File: src/rtl/rv_ctrl_pkg.sv
// Shared encodings for the multi-cycle RV32I control unit: ALU ops, opcodes, FSM states and
// datapath select enums.
package rv_ctrl_pkg;

  // ALU operation codes, shared with alu
  localparam logic [3:0] AluAdd  = 4'd0;
  localparam logic [3:0] AluSub  = 4'd1;
  localparam logic [3:0] AluAnd  = 4'd2;
  localparam logic [3:0] AluOr   = 4'd3;
  localparam logic [3:0] AluXor  = 4'd4;
  localparam logic [3:0] AluSll  = 4'd5;
  localparam logic [3:0] AluSrl  = 4'd6;
  localparam logic [3:0] AluSra  = 4'd7;
  localparam logic [3:0] AluSlt  = 4'd8;
  localparam logic [3:0] AluSltu = 4'd9;

  localparam logic [6:0] OpcLoad   = 7'h03;
  localparam logic [6:0] OpcOpImm  = 7'h13;
  localparam logic [6:0] OpcAuipc  = 7'h17;
  localparam logic [6:0] OpcStore  = 7'h23;
  localparam logic [6:0] OpcOp     = 7'h33;
  localparam logic [6:0] OpcLui    = 7'h37;
  localparam logic [6:0] OpcBranch = 7'h63;
  localparam logic [6:0] OpcJalr   = 7'h67;
  localparam logic [6:0] OpcJal    = 7'h6f;

  typedef enum logic [2:0] {StFetch, StDecode, StExec, StMem, StWb, StTrap} ctrl_state_e;

  typedef enum logic [1:0] {ASelRs1, ASelPc, ASelZero, ASelOldPc} a_sel_e;
  typedef enum logic [1:0] {BSelRs2, BSelImm, BSelFour} b_sel_e;
  typedef enum logic [2:0] {ImmI, ImmS, ImmB, ImmU, ImmJ} imm_sel_e;
  typedef enum logic [1:0] {PcAlu, PcAluOut, PcAluMasked} pc_src_e;
  typedef enum logic [1:0] {WbAluOut, WbMem, WbPc} wb_sel_e;

  typedef enum logic [3:0] {
    ClsOp, ClsOpImm, ClsLoad, ClsStore, ClsBranch, ClsJal, ClsJalr, ClsLui, ClsAuipc, ClsIllegal
  } instr_cls_e;

  // funct3 -> ALU op for register/immediate arithmetic; alt selects SUB/SRA
  function automatic logic [3:0] arith_op(input logic [2:0] funct3, input logic alt);
    logic [3:0] op;
    unique case (funct3)
      3'b000:  op = alt ? AluSub : AluAdd;
      3'b001:  op = AluSll;
      3'b010:  op = AluSlt;
      3'b011:  op = AluSltu;
      3'b100:  op = AluXor;
      3'b101:  op = alt ? AluSra : AluSrl;
      3'b110:  op = AluOr;
      default: op = AluAnd;
    endcase
    return op;
  endfunction

endpackage

File: src/rtl/rv_ctrl_decode.sv
// Combinational instruction decode: opcode/funct fields to instruction class, EXEC-stage
// ALU op and immediate format, and legality.
module rv_ctrl_decode
  import rv_ctrl_pkg::*;
(
  input  logic [6:0] opcode,
  input  logic [2:0] funct3,
  input  logic [6:0] funct7,
  output logic [3:0] cls,
  output logic [3:0] alu_op,
  output logic [2:0] imm_sel,
  output logic       legal
);

  logic is_shift;
  assign is_shift = (funct3 == 3'b001) || (funct3 == 3'b101);

  always_comb begin
    cls     = ClsIllegal;
    alu_op  = AluAdd;
    imm_sel = ImmI;
    case (opcode)
      OpcOp: begin
        alu_op = arith_op(funct3, funct7[5]);
        if ((funct7 == 7'h00) ||
            ((funct7 == 7'h20) && ((funct3 == 3'b000) || (funct3 == 3'b101)))) begin
          cls = ClsOp;
        end
      end
      OpcOpImm: begin
        // Bit 30 is ordinary immediate data except on shifts, where it picks SRAI.
        alu_op = arith_op(funct3, is_shift && funct7[5]);
        if (funct3 == 3'b001) begin
          if (funct7 == 7'h00) cls = ClsOpImm;
        end else if (funct3 == 3'b101) begin
          if ((funct7 == 7'h00) || (funct7 == 7'h20)) cls = ClsOpImm;
        end else begin
          cls = ClsOpImm;
        end
      end
      OpcLoad:  cls = ClsLoad;
      OpcStore: begin
        cls     = ClsStore;
        imm_sel = ImmS;
      end
      OpcBranch: begin
        cls     = ClsBranch;
        imm_sel = ImmB;
        alu_op  = !funct3[2] ? AluSub : (funct3[1] ? AluSltu : AluSlt);
      end
      OpcJal: begin
        cls     = ClsJal;
        imm_sel = ImmJ;
      end
      OpcJalr:  cls = ClsJalr;
      OpcLui: begin
        cls     = ClsLui;
        imm_sel = ImmU;
      end
      OpcAuipc: begin
        cls     = ClsAuipc;
        imm_sel = ImmU;
      end
      default: cls = ClsIllegal;
    endcase
  end

  assign legal = (cls != ClsIllegal);

endmodule

File: config.mk
export PLATFORM = sky130hd
export DESIGN_NAME = rv_ctrl_decode
export DESIGN_NICKNAME = d
export VERILOG_FILES = /design/src/rtl/rv_ctrl_pkg.sv /design/src/rtl/rv_ctrl_decode.sv
export SDC_FILE = /design/constraint.sdc
export NUM_CORES = 1
export LEC_CHECK = 0
export ABC_AREA = 1
export CAP_MARGIN = 25
export CORE_UTILIZATION = 25
export DETAILED_ROUTE_END_ITERATION = 8
export PLACE_DENSITY = 0.66
export SETUP_SLACK_MARGIN = 0.2
export SLEW_MARGIN = 20
export SYNTH_ARGS = -nofsm -noshare
export SYNTH_HDL_FRONTEND = slang
export SYNTH_SLANG_ARGS = --single-unit
File: constraint.sdc
create_clock -name vclk -period 1.8
set_input_delay 0.45 -clock vclk [all_inputs]
set_output_delay 0.45 -clock vclk [all_outputs]
set_load 0.02 [all_outputs]
==> results.md, run 1 <==
- Vias in the first global route: 618
- Gpl congestion: 0.8249
- Max VDD drop: 88.93 uV
- Top cells by area, synth: nand2_1 (23%), nor2_1 (15%), nand2_2 (12%)
- Layout clock buffers: 0
- Mean Syn Cell Area: 4.913 sq um
- Minimum clock period after layout: 1904 ps
- Slew @ Worst Pin: 369.5 ps
- Row count: 14
- # diodes: 0
- Failing checks: setup timing
- Final period util: 1.058
- Routed wire length: 1479 um
- WP data required: 1350 ps
- ANT nets after route: 0
- Hpwl dp: 1163 um
- Area growth, synth to finish: 146.9%
- Post-place setup slack: -1081 ps
- Routed vias: 648
- Commonest non-fill, non-tap cells in the layout: nand2_1 (16), buf_4 (16), buf_6 (14)
- Top-area cell type share of the netlist area: 0.2329
- Iter 0 DRT Violations: 6
- Initial core utilization: 0.2674
- Yosys cell types: 17
- Final hold vios: 0
- Fmax: 525.2 MHz
- Multi-input logic area: 515.5 sq um
- Filler cells: 146
- Unrepaired setup endpoints after global routing: yes
- Worst Setup Start Kind: input pin
- Logic pwr share: 1.000
- Seq cells: 0
- Status: finished, violations left
- Die width: 42.15 um
- I/O pins: 29
- Synth Cell Area: 402.9 sq um
- Total routing usage reported by global routing: 0.1766
- Initial antenna violation count: 0
- YS warnings: 0
- Crit path kind: input pin to primary output
- Flop pwr share: 0
- First-pass GRT wire length: 2594 um
- Switching share of total power: 0.5113
- Rel. slew slack: 0.7511
- Crit Path Max Fanout: 6
- GRT overflow: 0
- Slew Limit Fails: 0
- Die area: 0.001776 sq mm
- Switching pwr: 77.41 uW
- Syn nets: 99
- Hold Path Class: input pin to primary output
- Core area: 0.001506 sq mm
- Largest net degree at the start of global routing: 7
- DR pass1 iterations: 4
- Post-layout nets: 146
- Storage cell area: 0 sq um
- Leakage: 0.5135 nW
- CP Capture Type: primary output
- Share of cells above drive strength 1: 0.7402
- Pwr Density: 152.2 mW/mm^2
- Arrival @ worst endpoint: 1450 ps
- Routed vias/inst: 4.531
- Post-synth top area cell: nand2_1
- Max Cap Viol: 0
- Remaining DRCs: 0
- Avg WL per Cell: 10.34 um
- Internal Power: 74.00 uW
- # setup viols final: 7
- Sequential area share after synthesis: 0
- Hold Buf Count CTS: 0
- Cells after synthesis: 82
- Die span in y: 42.15 um
- Post-route setup slack: -104.0 ps
- Clock Power Share: 0
- Port-buffer cells: 29
- Final TNS setup: -422.9 ps
==> stage by stage <==
stage / power (mW) / cells / util / cell area [sq um] / hold WS (ps)
2_1_floorplan: 0.05625 / 82 / - / 470.5 / 951.3
3_3_place_gp: 0.1342 / 139 / 0.5781 / 870.8 / 2156
3_5_place_dp: 0.1367 / 139 / 0.5781 / 870.8 / 2167
4_1_cts: 0.1450 / 142 / 0.6221 / 937.1 / 1357
5_1_grt: 0.1638 / 143 / 0.6603 / 994.7 / 1371
6_report: 0.1514 / 143 / 0.6603 / 994.7 / 1344
==> worst paths after layout <==
check	startpoint	endpoint	slack, ps	cells after the start
min	funct3[1]	alu_op[0]	1340	4
max	opcode[3]	legal	-100	11
==> cells by family (layout without fill, tap and decap cells) <==
family | count (synthesis) | after routing | share of synthesized area
AOI/OAI and AO/OA | 6 | 6 | 0.09008
buffers and inverters | 11 | 56 | 0.1025
and+or+nand+nor | 65 | 65 | 0.8074
==> synth_stat cells <==
library cell and count:
nand2_1 25, nor2_1 16, inv_1 10, nand2_2 8, nor2_2 4, nand3_1 3
nand3_2 3, o21ai_0 3, nor2_4 2, a21oi_2 1, a31oi_1 1, and2_4 1
inv_2 1, nand3b_1 1, nor3_1 1, nor3b_1 1, o22ai_1 1
==> repair_timing <==
item / in CTS / in global routing
buffers inserted: 3 / 1
endpoints found under the setup margin: 12 / 12
resized for setup: 170 / 14
pin swaps: 29 / 5
==> metal layers <==
layer / vias to the layer above / routed length [um] / track usage
met4: 0 / 0 / 0
met5: - / 0 / 0
li1: 345 / - / -
met3: 0 / 39 / 0
met2: 12 / 777 / 0.3188
met1: 291 / 662 / 0.2519
==> power by group through the flow <==
stage          Clock [mW]  Sequential (mW)  Combinational [mW]
3_5_place_dp            0                0               0.137
2_1_floorplan           0                0              0.0562
3_3_place_gp            0                0               0.134
5_1_grt                 0                0               0.164
6_report                0                0               0.151
4_1_cts                 0                0               0.145
==> worst max-delay path: stages <==
cell and delay [ps]:
buf_12 110, inv_12 40, nand2_4 40, nor2_4 190
nand2_2 120, nand2_4 80, nor2_2 40, nand2_2 110
nand3_4 90, nand3_4 80, buf_6 110
==> area by class of cell <==
type	instances	area share
multi-input combinational	71	0.5182
tap	16	0.02013
timing repair buffer	45	0.3950
inverter	11	0.06667
Note: power is estimated with default switching activity, not from simulation.
==> inputs of run 2 (changes only) <==
Settings changed: SETUP_SLACK_MARGIN 0.2 to default.
==> results.md, run 2 (synthesis gave the netlist of run 1 again) <==
- Routed vias: 697 (was 648)
- Rel. slew slack: 0.8452 (was 0.7511)
- Critical-path top delay cell: nor2_4 (unchanged)
- Avg WL per Cell: 11.18 um (was 10.34 um)
- Commonest non-fill, non-tap cells in the layout: nand2_2 (16), buf_4 (16), nand2_1 (14), buf_2 (14), buf_6 (9) (was nand2_1 (16), buf_4 (16), buf_6 (14))
- Core area: 0.001506 sq mm (unchanged)
- Switching pwr: 78.10 uW (was 77.41 uW)
- Die span in y: 42.15 um (unchanged)
- ANT nets after route: 0 (unchanged)
- Crit path kind: input pin to primary output (unchanged)
- Met2 Track Usage GR: 0.3688 (was 0.3188)
- Arrival @ worst endpoint: 1500 ps (was 1450 ps)
- Pwr Density: 158.3 mW/mm^2 (was 152.2 mW/mm^2)
- Post-layout nets: 147 (was 146)
- Flop pwr share: 0 (about the same)
- Post-route setup slack: -147.9 ps (was -104.0 ps)
- Hold_sp: funct3[2] (was funct3[1])
- Leakage: 0.5049 nW (was 0.5135 nW)
- Total routing usage reported by global routing: 0.1730 (was 0.1766)
- Initial antenna violation count: 0 (unchanged)
- Max VDD drop: 102.8 uV (was 88.93 uV)
- Final hold slack: 1410 ps (was 1344 ps)
- I/O pins: 29 (unchanged)
- Initial core utilization: 0.2674 (unchanged)
- Worst Setup Start Kind: input pin (unchanged)
- Logic pwr share: 1.000 (about the same)
- Slew @ Worst Pin: 231.6 ps (was 369.5 ps)
- Layout clock buffers: 0 (unchanged)
- Hpwl dp: 1081 um (was 1163 um)
- Gpl congestion: 0.8502 (was 0.8249)
- Post-layout util: 0.6412 (was 0.6603)
- Minimum clock period after layout: 1948 ps (was 1904 ps)
- CP Capture Type: primary output (unchanged)
- Remaining DRCs: 0 (unchanged)
- Status: finished, violations left (unchanged)
- Hold endpoint: alu_op[3] (was alu_op[0])
- Worst hold path cell count: 5 (was 4)
- Crit-path cells: buf_8 -> inv_4 -> nand2_4 -> nor2_4 -> nand2_2 -> nand2_1 -> nor2_2 -> nand2_2 -> nand3_4 -> nand3_4 -> buf_6 (was buf_12 -> inv_12 -> nand2_4 -> nor2_4 -> nand2_2 -> nand2_4 -> nor2_2 -> nand2_2 -> nand3_4 -> nand3_4 -> buf_6)
- First-pass GRT wire length: 2518 um (was 2594 um)
- Final TNS setup: -593.4 ps (was -422.9 ps)
- Seq cells: 0 (unchanged)
- Power Total: 152.9 uW (was 151.4 uW)
- Vias in the first global route: 657 (was 618)
- Filler cells: 153 (was 146)
- Fmax: 513.4 MHz (was 525.2 MHz)
- Switching share of total power: 0.5108 (was 0.5113)
- Hold Path Class: input pin to primary output (unchanged)
- Largest net degree at the start of global routing: 7 (unchanged)
- Port-buffer cells: 29 (unchanged)
- Failing checks: setup timing (unchanged)
- Storage cell area: 0 sq um (unchanged)
- DP Area: 833.3 sq um (was 870.8 sq um)
- Die width: 42.15 um (unchanged)
- # diodes: 0 (unchanged)
- Non-Filler Instances: 144 (was 143)
- Clock Power Share: 0 (about the same)
- # setup viols final: 7 (unchanged)
- Slew Limit Fails: 0 (unchanged)
- Crit Path Max Fanout: 6 (unchanged)
- Unrepaired setup endpoints after global routing: yes (unchanged)
- Area growth, synth to finish: 139.8% (was 146.9%)
- Final hold vios: 0 (unchanged)
- Post-place setup slack: -974.7 ps (was -1081 ps)
- Max Cap Viol: 0 (unchanged)
- M3 GR Usage: 0.004310 (was 0)
- DR pass1 iterations: 5 (was 4)
- DP Cell Count: 140 (was 139)
- Met1 Use GR: 0.1844 (was 0.2519)
- Routed wire length: 1610 um (was 1479 um)
- Final period util: 1.082 (was 1.058)
- Post-route cell area: 965.9 sq um (was 994.7 sq um)
- WP data required: 1350 ps (about the same)
- Internal Power: 74.79 uW (was 74.00 uW)
- Iter 0 DRT Violations: 2 (was 6)
- Grt peak-use layer: met2 (unchanged)
- Die area: 0.001776 sq mm (unchanged)
- Routed vias/inst: 4.840 (was 4.531)
- Share of cells above drive strength 1: 0.7422 (was 0.7402)
- Max stage delay on crit path: 200 ps (was 190 ps)
- GRT overflow: 0 (unchanged)
- Row count: 14 (unchanged)
[run 2: changes by cell type in the layout (fill, tap and decap cells not counted), sizes merged]
cell / delta
clkdlybuf4s15: +3
buf: -2
clkinv: -1
inv: +1
[run 2: cell type report]
cell class | count | area (sq um) | area share
inverters | 11 | 48.80 | 0.05052
repair buffers | 46 | 384.1 | 0.3977
well taps | 16 | 20.02 | 0.02073
multi-input cells | 71 | 513.0 | 0.5311
[run 2: worst max-delay path: cells and delay by family]
kind	cells	cell delay, ps
simple gates	8	800
buf+inv	3	260
[run 2: what timing repair did]
item                                    in CTS  in global routing
endpoints found under the setup margin      12                 10
pin swaps                                   36                 11
buffers inserted                             2                  2
resized for setup                          153                 19
endpoints found under the hold margin        0                  0
hold buffers                                 0                  0
[run 2: power groups by stage]
| stage | registers [mW] | clock network (mW) | logic (mW) |
|---|---|---|---|
| 6_report | 0 | 0 | 0.153 |
| 4_1_cts | 0 | 0 | 0.133 |
| 3_3_place_gp | 0 | 0 | 0.125 |
| 2_1_floorplan | 0 | 0 | 0.0506 |
| 5_1_grt | 0 | 0 | 0.163 |
| 3_5_place_dp | 0 | 0 | 0.127 |
[run 2: layer usage]
| metal | wire (um) | vias to the layer above |
|---|---|---|
| li1 | - | 350 |
| met1 | 586 | 309 |
| met2 | 895 | 32 |
| met3 | 98 | 6 |
| met4 | 29 | 0 |
| met5 | 0 | - |
[run 2: worst max-delay path by stage]
stage                          from    end  cells past startpoint
after global routing      opcode[3]  legal                      9
after detailed placement  opcode[4]  legal                     10
after CTS                 opcode[3]  legal                     11
final                     opcode[2]  legal                     11
after floorplan           opcode[3]  legal                      9
after global placement    opcode[4]  legal                     10
==> inputs of run 3 (changes only) <==
Settings changed: ABC_AREA 1 to default, PLACE_DENSITY 0.66 to 0.63.
==> results.md, run 3 <==
- Status: finished, violations left (unchanged)
- Failing checks: setup timing (unchanged)
- Routed vias: 790 (was 697)
- Gpl congestion: 0.8626 (was 0.8502)
- Initial core utilization: 0.2730 (was 0.2674)
- Crit Path Max Fanout: 3 (was 6)
- Max VDD drop: 99.31 uV (was 102.8 uV)
- Area growth, synth to finish: 152.7% (was 139.8%)
- Routed wire length: 2153 um (was 1610 um)
- Leakage: 0.4965 nW (was 0.5049 nW)
- Die width: 45.90 um (was 42.15 um)
- Sequential area share after synthesis: 0 (unchanged)
- ANT nets after route: 0 (unchanged)
- DP Cell Count: 141 (was 140)
- Routed vias/inst: 5.130 (was 4.840)
- Post-layout util: 0.6901 (was 0.6412)
- DP Area: 996.0 sq um (was 833.3 sq um)
- Storage cell area: 0 sq um (unchanged)
- Pwr Density: 199.5 mW/mm^2 (was 158.3 mW/mm^2)
- Cells after synthesis: 72 (was 82)
- Avg WL per Cell: 13.98 um (was 11.18 um)
- Vias in the first global route: 692 (was 657)
- Hold Path Class: input pin to primary output (unchanged)
- Port-buffer cells: 29 (unchanged)
- WP data required: 1350 ps (about the same)
- Post-route cell area: 0.001217 sq mm (was 965.9 sq um)
- Hold_sp: opcode[6] (was funct3[2])
- Commonest non-fill, non-tap cell in the layout: buf_4
- YS warnings: 0 (unchanged)
- Power Total: 242.9 uW (was 152.9 uW)
- Commonest non-fill, non-tap cells in the layout: buf_4 (30), buf_6 (19), clkbuf_2 (6) (was nand2_2 (16), buf_4 (16), nand2_1 (14), buf_2 (14), buf_6 (9))
- Iter 0 DRT Violations: 21 (was 2)
- Post-layout nets: 148 (was 147)
- # setup viols final: 10 (was 7)
- Synth top cells by count: a21oi_1 (6), nand2_1 (6), nor2_1 (5), nor3_1 (5) (was nand2_1 (25), nor2_1 (16), inv_1 (10), nand2_2 (8), nor2_2 (4))
- GRT overflow: 0 (unchanged)
- Largest net degree at the start of global routing: 12 (was 7)
- Max stage delay on crit path: 370 ps (was 200 ps)
- Seq cells: 0 (unchanged)
- Minimum clock period after layout: 2062 ps (was 1948 ps)
- Share of cells above drive strength 1: 0.7364 (was 0.7422)
- Initial antenna violation count: 0 (unchanged)
- Core area: 0.001764 sq mm (was 0.001506 sq mm)
- Row count: 15 (was 14)
- Critical-path top delay cell: a2111oi_4 (was nor2_4)
- Crit path kind: input pin to primary output (unchanged)
- Final period util: 1.145 (was 1.082)
- Synth Cell Area: 481.7 sq um (was 402.9 sq um)
- Worst hold path cell count: 4 (was 5)
- Hold endpoint: imm_sel[0] (was alu_op[3])
- Max Cap Viol: 0 (unchanged)
- Mean Syn Cell Area: 6.690 sq um (was 4.913 sq um)
- Slew @ Worst Pin: 318.4 ps (was 231.6 ps)
- CP Capture Type: primary output (unchanged)
- Yosys cell types: 38 (was 17)
- Rel. slew slack: 0.7877 (was 0.8452)
- Total routing usage reported by global routing: 0.1667 (was 0.1730)
- Filler cells: 157 (was 153)
- DR pass1 iterations: 5 (unchanged)
- Unrepaired setup endpoints after global routing: yes (unchanged)
- Final hold vios: 0 (unchanged)
- Crit-path cells: clkdlybuf4s15_1 -> nand2_2 -> a2111oi_4 -> a311oi_4 -> buf_4 -> o211ai_1 -> buf_4 (was buf_8 -> inv_4 -> nand2_4 -> nor2_4 -> nand2_2 -> nand2_1 -> nor2_2 -> nand2_2 -> nand3_4 -> nand3_4 -> buf_6)
- Most numerous cell on the critical path: buf_4
- Top cells by area, synth: a21oi_1 (6.2%), a2111oi_4 (5.7%), nor3_1 (5.2%) (was nand2_1 (23%), nor2_1 (15%), nand2_2 (12%))
- # diodes: 0 (unchanged)
- Hpwl dp: 1277 um (was 1081 um)
- Non-Filler Instances: 154 (was 144)
- I/O pins: 29 (unchanged)
- Remaining DRCs: 0 (unchanged)
- First-pass GRT wire length: 2739 um (was 2518 um)
- Die area: 0.002106 sq mm (was 0.001776 sq mm)
- Syn nets: 89 (was 99)
- Arrival @ worst endpoint: 1610 ps (was 1500 ps)
- Worst Setup Start Kind: input pin (unchanged)
- Layout clock buffers: 0 (unchanged)
- Post-route setup slack: -261.7 ps (was -147.9 ps)
- Slew Limit Fails: 0 (unchanged)
- Fmax: 485.0 MHz (was 513.4 MHz)
- Post-synth top area cell: a21oi_1 (was nand2_1)
- Die span in y: 45.90 um (was 42.15 um)
- Top-area cell type share of the netlist area: 0.06234 (was 0.2329)
==> run 3: cell types whose count changed in the layout (fill, tap and decap cells not counted), moves of 5 or more <==
cell      previous run  this run
buf_2               14         3
buf_4               16        30
buf_6                9        19
clkbuf_2             0         6
inv_2                5         0
nand2_1             14         4
nand2_2             16         2
nor2_1               8         1
nor2_4               8         2
==> run 3: worst max path at each step <==
stage | from | endpoint | slack (ps)
4_1_cts | opcode[3] | cls[0] | -290
5_1_grt | opcode[2] | cls[0] | -300
2_1_floorplan | opcode[6] | imm_sel[1] | -100
3_3_place_gp | opcode[4] | legal | -1130
3_5_place_dp | opcode[4] | legal | -1120
6_report | funct7[5] | cls[0] | -260
==> run 3: layer usage <==
layer	up-vias	global-route usage	wire (um)
met5	-	0	0
met4	0	0.05294	18
met3	2	0.007937	89
met2	31	0.3070	1225
met1	375	0.2023	819
li1	382	-	-
==> run 3: kinds of logic (layout without fill, tap and decap cells) <==
family	count (synthesis)	after routing	share of synthesized area
XOR/XNOR	2	2	0.03637
buffers and inverters	11	67	0.1428
AND/OR/NAND/NOR	39	40	0.4779
AO/OA/AOI/OAI	20	20	0.3429
==> run 3: what timing repair did <==
item	in CTS	in global routing
setup buffers	5	6
pin swaps	18	19
gates cloned	2	0
setup endpoints to repair	12	11
resized for setup	148	32
hold buffers	0	0
==> run 3: worst max-delay path, delay by kind of cell <==
family	cells	cell delay, ps
and+or+nand+nor	1	90
AOI/OAI and AO/OA	3	510
buffers and inverters	3	560
==> run 3: area by class of cell <==
cell class | count | area (sq um) | area share
Tap cell | 25 | 31.28 | 0.02569
Multi-Input combinational cell | 62 | 605.6 | 0.4974
Inverter | 3 | 13.76 | 0.01131
Timing Repair Buffer | 64 | 566.8 | 0.4656
==> run 3: through the flow <==
stage,setup slack [ps],setup TNS (ps),hold slack [ps]
6_report,-261.7,-1770,1265
5_1_grt,-298.4,-2105,1276
4_1_cts,-289.2,-913.2,1276
3_5_place_dp,-1121,-11770,2078
3_3_place_gp,-1125,-11770,2076
2_1_floorplan,-97.32,-261.2,952.3
==> run 3: power breakdown <==
part           switching (mW)  total, mW  leakage, nW  internal (mW)
registers                   0          0            0              0
logic                   0.112      0.243        0.496          0.131
clock network               0          0            0              0
